==> config.mk <==
export PLATFORM = sky130hd
export DESIGN_NAME = input_conditioner
export DESIGN_NICKNAME = d
export VERILOG_FILES = /design/src/rtl/traffic_pkg.sv /design/src/rtl/debounce_ch.sv /design/src/rtl/input_conditioner.sv
export SDC_FILE = /design/constraint.sdc
export NUM_CORES = 1
export LEC_CHECK = 0
export ABC_CLOCK_PERIOD_IN_PS = 3190
export CAP_MARGIN = 0
export CELL_PAD_IN_SITES_DETAIL_PLACEMENT = 0
export CELL_PAD_IN_SITES_GLOBAL_PLACEMENT = 1
export CORE_MARGIN = 2
export CORE_UTILIZATION = 30
export DETAILED_ROUTE_END_ITERATION = 16
export PLACE_DENSITY = 0.61
export SLEW_MARGIN = 20
export SYNTH_ARGS = -nofsm -noshare
export SYNTH_HDL_FRONTEND = slang
export SYNTH_HIERARCHICAL = 1
export SYNTH_SLANG_ARGS = --single-unit
==> constraint.sdc <==
create_clock -name CLK -period 3.19 [get_ports CLK]
set_input_delay 0.4785 -clock CLK [delete_from_list [all_inputs] [get_ports CLK]]
set_output_delay 0.4785 -clock CLK [all_outputs]
set_load 0.02 [all_outputs]
==> src/rtl/traffic_pkg.sv <==
// Shared constants for the traffic-light front end and controller:
// channel indices, debounce counter width and the 1 ms prescaler divisor.
package traffic_pkg;

  localparam int CH_NN = 0;
  localparam int CH_NS = 1;
  localparam int CH_TH = 2;

  localparam int DB_CNT_W = 8;

  function automatic int ms_div(input int clk_hz);
    return clk_hz / 1000;
  endfunction

endpackage

==> src/rtl/debounce_ch.sv <==
// One input channel: two-flop synchronizer followed by a tick-paced debounce
// counter. Q only follows the synced level after DEBOUNCE_MS ticks of disagreement.
module debounce_ch
  import traffic_pkg::*;
#(
  parameter int DEBOUNCE_MS = 20
) (
  input  logic CLK,
  input  logic RST,
  input  logic TICK,
  input  logic D,
  output logic Q
);

  logic                d_p0;
  logic                d_p1;
  logic                db;
  logic [DB_CNT_W-1:0] cnt;

  always_ff @(posedge CLK) begin
    if (RST) begin
      d_p0 <= 1'b0;
      d_p1 <= 1'b0;
      db   <= 1'b0;
      cnt  <= '0;
    end else begin
      // synchronizer stages
      d_p0 <= D;
      d_p1 <= d_p0;
      // debounce stage: any return to agreement discards the partial count
      if (d_p1 == db) begin
        cnt <= '0;
      end else if (TICK) begin
        if (cnt == DB_CNT_W'(DEBOUNCE_MS - 1)) begin
          db  <= d_p1;
          cnt <= '0;
        end else begin
          cnt <= cnt + 1'b1;
        end
      end
    end
  end

  assign Q = db;

endmodule

==> src/rtl/input_conditioner.sv <==
// Sensor/button front end for the traffic controller: 1 ms prescaler, six
// debounced channels, latched pedestrian requests. Stuck-button detection is
// built only when INPUT_CONDITIONER_STUCK_DETECT_EN is defined.
module input_conditioner
  import traffic_pkg::*;
#(
  parameter int CLK_HZ      = 48000000,
  parameter int DEBOUNCE_MS = 20,
  parameter int STUCK_MS    = 10000
) (
  input  logic       CLK,
  input  logic       RST,
  input  logic       SNN,
  input  logic       SNS,
  input  logic       STH,
  input  logic       PNN,
  input  logic       PNS,
  input  logic       PTH,
  input  logic       ACK_NN,
  input  logic       ACK_NS,
  input  logic       ACK_TH,
  output logic       SNN_Q,
  output logic       SNS_Q,
  output logic       STH_Q,
  output logic       REQ_NN,
  output logic       REQ_NS,
  output logic       REQ_TH,
  output logic [2:0] FAULT,
  output logic       TICK_1MS
);

  localparam int MS_DIV = ms_div(CLK_HZ);
  localparam int PW     = (MS_DIV > 1) ? $clog2(MS_DIV) : 1;

  logic [PW-1:0] pcnt;
  logic          tick;

  assign tick = (pcnt == PW'(MS_DIV - 1));

  always_ff @(posedge CLK) begin
    if (RST) begin
      pcnt <= '0;
    end else if (tick) begin
      pcnt <= '0;
    end else begin
      pcnt <= pcnt + PW'(1);
    end
  end

  assign TICK_1MS = tick;

  logic [2:0] sens_raw, sens_db, ped_raw, ped_db, ped_db_d, ack, req, rise;

  assign sens_raw[CH_NN] = SNN;
  assign sens_raw[CH_NS] = SNS;
  assign sens_raw[CH_TH] = STH;
  assign ped_raw[CH_NN]  = PNN;
  assign ped_raw[CH_NS]  = PNS;
  assign ped_raw[CH_TH]  = PTH;
  assign ack[CH_NN]      = ACK_NN;
  assign ack[CH_NS]      = ACK_NS;
  assign ack[CH_TH]      = ACK_TH;

  for (genvar i = 0; i < 3; i++) begin : g_ch
    debounce_ch #(.DEBOUNCE_MS(DEBOUNCE_MS)) u_sens (
      .CLK (CLK),
      .RST (RST),
      .TICK(tick),
      .D   (sens_raw[i]),
      .Q   (sens_db[i])
    );
    debounce_ch #(.DEBOUNCE_MS(DEBOUNCE_MS)) u_ped (
      .CLK (CLK),
      .RST (RST),
      .TICK(tick),
      .D   (ped_raw[i]),
      .Q   (ped_db[i])
    );
  end

  assign rise = ped_db & ~ped_db_d;

  logic [2:0] fault, hit;

`ifdef INPUT_CONDITIONER_STUCK_DETECT_EN
  logic [2:0][15:0] ms_cnt;

  always_comb begin
    hit = '0;
    for (int i = 0; i < 3; i++) begin
      hit[i] = ped_db[i] && !fault[i] && tick && (ms_cnt[i] == 16'(STUCK_MS - 1));
    end
  end

  always_ff @(posedge CLK) begin
    if (RST) begin
      ms_cnt <= '0;
      fault  <= '0;
    end else begin
      for (int i = 0; i < 3; i++) begin
        if (!ped_db[i]) begin
          ms_cnt[i] <= '0;
          fault[i]  <= 1'b0;
        end else if (hit[i]) begin
          fault[i] <= 1'b1;
        end else if (tick && !fault[i]) begin
          ms_cnt[i] <= ms_cnt[i] + 16'd1;
        end
      end
    end
  end
`else
  assign fault = '0;
  assign hit   = '0;
`endif

  // request latch stage: a fresh press beats a coincident ACK
  always_ff @(posedge CLK) begin
    if (RST) begin
      ped_db_d <= '0;
      req      <= '0;
    end else begin
      ped_db_d <= ped_db;
      for (int i = 0; i < 3; i++) begin
        if (fault[i] || hit[i]) begin
          req[i] <= 1'b0;
        end else if (rise[i]) begin
          req[i] <= 1'b1;
        end else if (ack[i]) begin
          req[i] <= 1'b0;
        end
      end
    end
  end

  assign SNN_Q  = sens_db[CH_NN];
  assign SNS_Q  = sens_db[CH_NS];
  assign STH_Q  = sens_db[CH_TH];
  assign REQ_NN = req[CH_NN];
  assign REQ_NS = req[CH_NS];
  assign REQ_TH = req[CH_TH];
  assign FAULT  = fault;

endmodule
Yosys cells after proc, flatten, opt, wreduce, memory -nomap -nowiden
Cells that the tools add are included.
{"block": "word_totals", "reg_bits": 88, "input_bits": 11, "output_inout_bits": 10, "word_cells": 85}
{"block": "classes", "add_sub_neg": 7, "eq_ne": 13, "mux": 12, "bitwise_logic": 8, "reduce_logical": 16}
{"cell": "adder 8 x 1 -> 8 bit (second input constant)", "n": 6}
{"cell": "equality test 8 x 5 -> 1 bit (second input constant)", "n": 6}
{"cell": "2-to-1 mux 8 bit", "n": 6}
{"cell": "AND reduction 3 bit", "n": 6}
{"cell": "adder 16 x 1 -> 16 bit (second input constant)", "n": 1}
{"cell": "equality test 16 bit (second input constant)", "n": 1}
{"cell": "OR reduction 2 bit", "n": 7}
{"cell": "equality test 1 bit", "n": 6}
{"cell": "2-to-1 mux 1 bit", "n": 6}
{"cell": "NOT 1 bit", "n": 6}
{"cell": "nonzero test 2 bit", "n": 3}
{"cell": "bitwise AND 3 bit", "n": 1}
{"cell": "NOT 3 bit", "n": 1}

Logic depth before layout (Yosys ltp)
Gate-level depths: netlist (run 1).
{"block": "depth", "word_depth": 3, "depth_mapped": 7, "depth_no_buf": 6}

By module
The synthesis (run 1) kept the hierarchy.
{"mod": "debounce_ch", "instances": 6, "cells_per_inst": 51, "area_per_inst_um2": 476.7, "seq_area_each_um2": 220.2}
{"mod": "input_conditioner", "instances": 1, "cells_per_inst": 102, "area_per_inst_um2": 929.6, "seq_area_each_um2": 440.4}

Worst setup path before layout (run 1)
OpenSTA, ideal clock, no wires.
{"block": "synth_path", "path_type": "reg2reg", "start": "reg pcnt[0]", "end": "reg g_ch[0].u_sens.db", "setup_time_ns": 0.070, "arrival_ns": 2.660, "t_required_ns": 3.120, "path_slack_ns": 0.461, "path_stages_with_launch": 8, "path_buffers": 1, "period_less_slack_ns": 2.729, "cell_sequence": "dfxtp_1 > ha_1 > nand4_1 > nor4_2 > clkbuf_1 > nand2_1 > or4_1 > a21oi_1"}
{"block": "synth_via", "elab_chain_cells": 2}
{"item": "start: declaration", "line": "input_conditioner.sv:35", "text": "logic [PW-1:0] pcnt;"}
{"item": "start signal: assignment", "line": "input_conditioner.sv:46", "text": "pcnt <= pcnt + PW'(1);"}
{"item": "equality test 16 bit", "line": "input_conditioner.sv:38", "text": "assign tick = (pcnt == PW'(MS_DIV - 1));"}
{"item": "named net TICK_1MS", "line": "input_conditioner.sv:29", "text": "output logic TICK_1MS"}
{"item": "AND reduction 3 bit (no line)"}
{"item": "end signal: assignment", "line": "debounce_ch.sv:35", "text": "db <= d_p1;"}
{"item": "end: declaration", "line": "debounce_ch.sv:17", "text": "logic db;"}
The timed path passes the listed nets, and every way through them passes these cells.
A chain may end at the register's enable or synchronous reset.

Final worst setup path (run 1)
{"block": "layout_path", "start": "reg pcnt[0]", "end": "out TICK_1MS"}
{"block": "layout_via", "elab_chain_cells": 1}
{"item": "equality test 16 bit", "line": "input_conditioner.sv:38"}
{"item": "end: declaration", "line": "input_conditioner.sv:29"}
No other way between the ends.

==> flow_metrics.env, run 1 <==
export IMPL_intPower_uw=1780
export IMPL_maxCapViolations=0
export IMPL_clock_sinks=88
export IMPL_skew_ps=5.14
export IMPL_r2r_end="g_ch[1].u_ped/cnt[3]$_SDFFE_PP0P_"
export IMPL_post_cts_buffers=0
export IMPL_grt_max_degree=21
export IMPL_worst_pin_slew_ps=582
export IMPL_swShare_pct=19.9
export IMPL_setup_violations=0
export IMPL_pwr_share_seq_pct=50.1
export IMPL_ant_nets=0
export IMPL_cp_required_ps=2710
export IMPL_final_nets=450
export IMPL_holdPathEnd="g_ch[0].u_ped/d_p1$_SDFF_PP0_"
export IMPL_num_vias=2860
export IMPL_via_per_inst=4.70
export IMPL_hp_class="reg -> reg"
export IMPL_io_buffers=17
export IMPL_cts_root_buffer="clkbuf_16"
export IMPL_drt_iter0_drc=106
export IMPL_period_needed_ps=2820
export IMPL_critPathKind="reg -> out"
export IMPL_drv_slew=0
export IMPL_finalNonFillerCells=609
export IMPL_p_switching_uw=444
export IMPL_p_clk_share_pct=47.6
export IMPL_synth_area_mm2=0.00379
export IMPL_ys_flop_type="dfxtp_1"
export IMPL_cts_resized=0
export IMPL_area_delta_synth_final_pct=17.8
export IMPL_worst_slack_ps=373
export IMPL_synth_top_area_share_pct=46.5
export IMPL_cp_max_fo=6
export IMPL_clock_tree_buffer_depth=2
export IMPL_diodes=0
export IMPL_yosysSeqAreaShare_pct=46.5
export IMPL_r2r_start="pcnt[0]$_SDFF_PP0_"
export IMPL_holdCritStartpoint="g_ch[0].u_ped/d_p0$_SDFF_PP0_"
export IMPL_place_congestion=0.740
export IMPL_placed_cells=593
export IMPL_grt_pass1_wl_um=11800
export IMPL_async_flop_share_pct=0
export IMPL_antenna_found_initial=0
export IMPL_critical_path_arrival_ps=2340
export IMPL_grt_pass1_vias=2673
export IMPL_ys_types=31
export IMPL_cts_hold_buf=0
export IMPL_avgSynthCellArea_um2=9.29
export IMPL_track_usage_pct=11.1
export IMPL_wl_per_cell_um=11.4
export IMPL_cts_tree="yes"
export IMPL_synth_area_leaders="dfxtp_1 (46%), xor2_1 (6.2%), nand4_1 (4.8%), nor2_1 (4.8%), xnor2_1 (3.9%)"
export IMPL_die_y_um=116
export IMPL_dieArea_mm2=0.0135
export IMPL_synth_edf_count=0
export IMPL_hold_depth=1
export IMPL_die_x_um=116
export IMPL_finalSetupTns_ps=0
export IMPL_rows=41
export IMPL_start_kind="register"
export IMPL_core_mm2=0.0125
export IMPL_power_density_mw_per_mm2=499
export IMPL_r2r_slack_ps=570
export IMPL_leakage_uw=0.00144
export IMPL_synth_warning_count=6
export IMPL_synth_most_common_cell="dfxtp_1"
export IMPL_overflow=0
export IMPL_start_util_pct=30.4
export IMPL_worstSkewPairLatency_ps=340
export IMPL_htree_levels=3
export IMPL_routed_wl_um=6930
export IMPL_synth_common_cells="dfxtp_1 (88), nor2_1 (48), nand4_1 (29)"
export IMPL_dp_hpwl_um=4840
export IMPL_fmax_mhz=355
export IMPL_drc_errors=0
export IMPL_clkTransAtPathRegs_ps=60
export IMPL_yosysTopAreaCell="dfxtp_1"
export IMPL_numCtsBuffers=9
export IMPL_pre_cts_ws_ps=534
export IMPL_finalHoldViolCount=0
export IMPL_timing_slew_headroom_pct=61.2
export IMPL_ys_ff_latch=88
export IMPL_p_comb_share_pct=2.3
export IMPL_reg2reg_depth=7
export IMPL_drive_above_1_share_pct=8.70
export IMPL_cp_end_kind="output port"
export IMPL_status="finished clean"
export IMPL_rsz0062_at_grt="false"
export IMPL_post_route_period_util_pct=88.3
export IMPL_drt_pass1_iterations=4
export IMPL_worst_ir_drop_vdd_mv=0.257
export IMPL_ios=21
export IMPL_synthCells=408
==> logic make-up (layout without fill, tap and decap cells) <==
family          after synthesis  in the layout  synth area share [%]
flops                        88             88                  46.5
xor+xnor                     44             44                  10.2
other cells                   1              3                0.0989
buf+inv                      27             54                  3.30
mux                           6              6                  1.58
fa+ha+maj                     7              7                  2.31
simple gates                178            178                  26.3
compound gates               57             57                  9.71
==> layout by cell type, fill, tap and decap left out, drive strengths merged <==
cell type and instances:
o311ai 6, a21oi 27, bufinv 1, nor4 6
or2 7, nand4 29, dfxtp 88, mux2i 6
nand3 18, xor2 27, xnor2 17, o31ai 6
or4 6, nor2b 15, nand2 15, inv 16
clkbuf 14, ha 7, clkdlybuf4s50 17, nor2 48
nor3 2, buf 5, nand2b 6, and4 1
o21ai 18, conb 3, or4b 7, clkinvlp 1
or3 18
==> worst max path at each step <==
stage                             from                            endpoint
floorplan           pcnt[0]$_SDFF_PP0_       g_ch[0].u_sens/Q$_SDFFE_PP0P_
global placement    pcnt[0]$_SDFF_PP0_  g_ch[0].u_sens/cnt[2]$_SDFFE_PP0P_
detailed placement  pcnt[0]$_SDFF_PP0_  g_ch[0].u_sens/cnt[3]$_SDFFE_PP0P_
CTS                 pcnt[0]$_SDFF_PP0_                            TICK_1MS
global route        pcnt[0]$_SDFF_PP0_                            TICK_1MS
finish              pcnt[0]$_SDFF_PP0_                            TICK_1MS
==> critical path, cell delays in order, from the launching register on <==
cell and delay (ps):
dfxtp_1 380, ha_1 220, nand4_1 300, nor4_4 400, clkdlybuf4s50_1 700
==> metrics by stage <==
stage               utilization (%)  hold slack [ps]  power (µW)  area, µm²
floorplan                         -              414        1170       3800
global placement               33.4              424        1190       4160
detailed placement             33.4              427        1190       4160
CTS                            35.8              444        2270       4470
global route                   35.8              460        2320       4470
finish                         35.8              438        2230       4470
==> registers in the layout, indices dropped and copies added (netlist names) <==
| register | count |
|---|---|
| g_ch.u_ped/Q | 3 |
| g_ch.u_ped/cnt | 24 |
| g_ch.u_ped/d_p0 | 3 |
| g_ch.u_ped/d_p1 | 3 |
| g_ch.u_sens/Q | 3 |
| g_ch.u_sens/cnt | 24 |
| g_ch.u_sens/d_p0 | 3 |
| g_ch.u_sens/d_p1 | 3 |
| pcnt | 16 |
| ped_db_d | 3 |
| req | 3 |
==> power groups by stage <==
stage / logic (µW) / clock network (µW) / registers (µW)
6_report: 52.1 / 1060 / 1120
5_1_grt: 58.0 / 1150 / 1120
4_1_cts: 53.7 / 1110 / 1120
3_5_place_dp: 53.5 / 0 / 1140
3_3_place_gp: 53.3 / 0 / 1140
2_1_floorplan: 33.9 / 0 / 1140
==> area by class of cell <==
cell class / count / area, µm²
Timing Repair Buffer: 22 / 208
Clock buffer: 14 / 264
Inverter: 16 / 60.1
Sequential cell: 88 / 1760
Multi-Input combinational cell: 295 / 1920
Tap cell: 172 / 215
Clock inverter: 2 / 37.5
Fill cell: 1260 / 8000
==> routing by layer <==
layer	wire, µm	track usage (%)
met1	3410	13.0
met3	263	4.31
met5	0	0
met4	83	5.08
met2	3170	18.1
(Power assumes the default switching activity.)
==> inputs of run 2 (changes only) <==
- CTS_CLUSTER_DIAMETER: default -> 200
==> results of run 2 <==
The final DEF is identical to that of run 1; final timing and power are the same.
==> inputs of run 3 (changes only) <==
- RECOVER_POWER: default -> 100
==> flow_metrics.env, run 3 (synthesis results as in run 1) <==
export IMPL_num_vias=2846
export IMPL_hp_class="reg -> reg"
export IMPL_total_power_uw=2230
export IMPL_critPathKind="reg -> out"
export IMPL_dp_hpwl_um=4840
export IMPL_leakage_uw=0.00146
export IMPL_wl_per_cell_um=11.3
export IMPL_overflow=0
export IMPL_maxCapViolations=0
export IMPL_post_cts_buffers=0
export IMPL_finalHoldViolCount=0
export IMPL_layout_commonest_cell="dfxtp_1"
export IMPL_holdCritStartpoint="g_ch[0].u_ped/d_p0$_SDFF_PP0_"
export IMPL_fmax_mhz=348
export IMPL_rsz0062_at_grt="false"
export IMPL_drt_iter0_drc=108
export IMPL_cts_root_buffer="clkbuf_16"
export IMPL_worstSkewPairLatency_ps=340
export IMPL_fill_cells=1263
export IMPL_setup_violations=0
export IMPL_clock_tree_buffer_depth=2
export IMPL_start_kind="register"
export IMPL_worst_pin_slew_ps=869
export IMPL_cts_tree="yes"
export IMPL_start_util_pct=30.4
export IMPL_cp_required_ps=2710
export IMPL_numCtsBuffers=9
export IMPL_diodes=0
export IMPL_die_y_um=116
export IMPL_drv_slew=0
export IMPL_period_needed_ps=2870
export IMPL_cts_resized=0
export IMPL_finalSetupTns_ps=0
export IMPL_pre_cts_ws_ps=534
export IMPL_rows=41
export IMPL_critical_path_arrival_ps=2390
export IMPL_worst_ir_drop_vdd_mv=0.257
export IMPL_place_congestion=0.740
export IMPL_clock_sinks=88
export IMPL_drive_above_1_share_pct=7.78
export IMPL_mostFrequentLayoutCells="dfxtp_1 (88), nor2_1 (48), nand4_1 (29), a21oi_1 (27), xor2_1 (27)"
export IMPL_skew_ps=4.62
export IMPL_r2r_start="pcnt[0]$_SDFF_PP0_"
export IMPL_multi_input_area_mm2=0.00191
export IMPL_timing_slew_headroom_pct=41.2
export IMPL_utilization_pct=35.7
export IMPL_final_nets=450
export IMPL_reg_top3="g_ch.u_ped/cnt x24, g_ch.u_sens/cnt x24, pcnt x16"
export IMPL_drt_pass1_iterations=5
export IMPL_worst_slack_ps=318
export IMPL_die_x_um=116
export IMPL_via_per_inst=4.67
export IMPL_power_density_mw_per_mm2=501
export IMPL_routed_wl_um=6910
export IMPL_drc_errors=0
export IMPL_regArea_mm2=0.00176
export IMPL_area_delta_synth_final_pct=17.4
export IMPL_dieArea_mm2=0.0135
export IMPL_grt_pass1_vias=2673
export IMPL_clkTransAtPathRegs_ps=60
export IMPL_finalNonFillerCells=609
export IMPL_cts_hold_buf=0
export IMPL_placed_cells=593
export IMPL_io_buffers=17
export IMPL_antenna_found_initial=0
export IMPL_htree_levels=3
export IMPL_ant_nets=0
export IMPL_ios=21
export IMPL_post_route_period_util_pct=90.0
export IMPL_grt_pass1_wl_um=11800
export IMPL_cp_max_fo=6
export IMPL_core_mm2=0.0125
export IMPL_cp_end_kind="output port"
export IMPL_status="finished clean"
export IMPL_cp_startpoint="pcnt[0]$_SDFF_PP0_"
export IMPL_track_usage_pct=11.1
export IMPL_grt_max_degree=21
## run 3: changes by cell type in the layout (fill, tap and decap cells not counted)
cell             delta
clkdlybuf4s50_1     -8
dlygate4sd3_1       +8
buf_4               -2
clkbuf_1            +2
o311ai_1            +1
o311ai_2            -1
or2_0               +1
or2_4               -1
## run 3: per-layer routing
layer / global-route usage [%] / wire length [µm] / share of wire, % / vias up
li1: - / - / - / 1491
met1: 13.0 / 3420 / 50 / 1324
met2: 18.1 / 3120 / 45 / 22
met3: 4.31 / 249 / 3.6 / 9
met4: 5.08 / 118 / 1.7 / 0
met5: 0 / 0 / 0 / -
## run 3: through the flow
stage / hold slack (ps) / area [µm²]
6_report: 438 / 4450
5_1_grt: 460 / 4450
4_1_cts: 444 / 4470
3_5_place_dp: 427 / 4160
3_3_place_gp: 424 / 4160
2_1_floorplan: 414 / 3800
## run 3: worst paths after layout
path / slack, ps / cells past startpoint / endpoint
hold / removal: 440 / 1 / g_ch[0].u_ped/d_p1$_SDFF_PP0_
setup reg to reg: 400 / 7 / g_ch[1].u_sens/cnt[4]$_SDFFE_PP0P_
setup / recovery: 320 / 4 / TICK_1MS
hold reg to reg: 440 / 1 / g_ch[0].u_ped/d_p1$_SDFF_PP0_
## run 3: worst max-delay path: stages, from the launching register on
cell and delay (ps):
dfxtp_1 380, ha_1 220, nand4_1 300, nor4_4 400, dlygate4sd3_1 760
## run 3: power breakdown
group / internal [µW] / leakage, µW / switching, µW
sequential: 1110 / 0.000712 / 6.48
combinational: 22.4 / 0.000604 / 27.5
clock: 650 / 0.000143 / 410
total: 1780 / 0.00146 / 444
## run 3: cell type report
| cell class | instances | share of cell area, % |
|---|---|---|
| clock buffers | 14 | 5.94 |
| clock inverters | 2 | 0.844 |
| inverters | 16 | 1.35 |
| multi-input cells | 295 | 42.9 |
| flip-flops and latches | 88 | 39.6 |
| well taps | 172 | 4.84 |
| repair buffers | 22 | 4.50 |
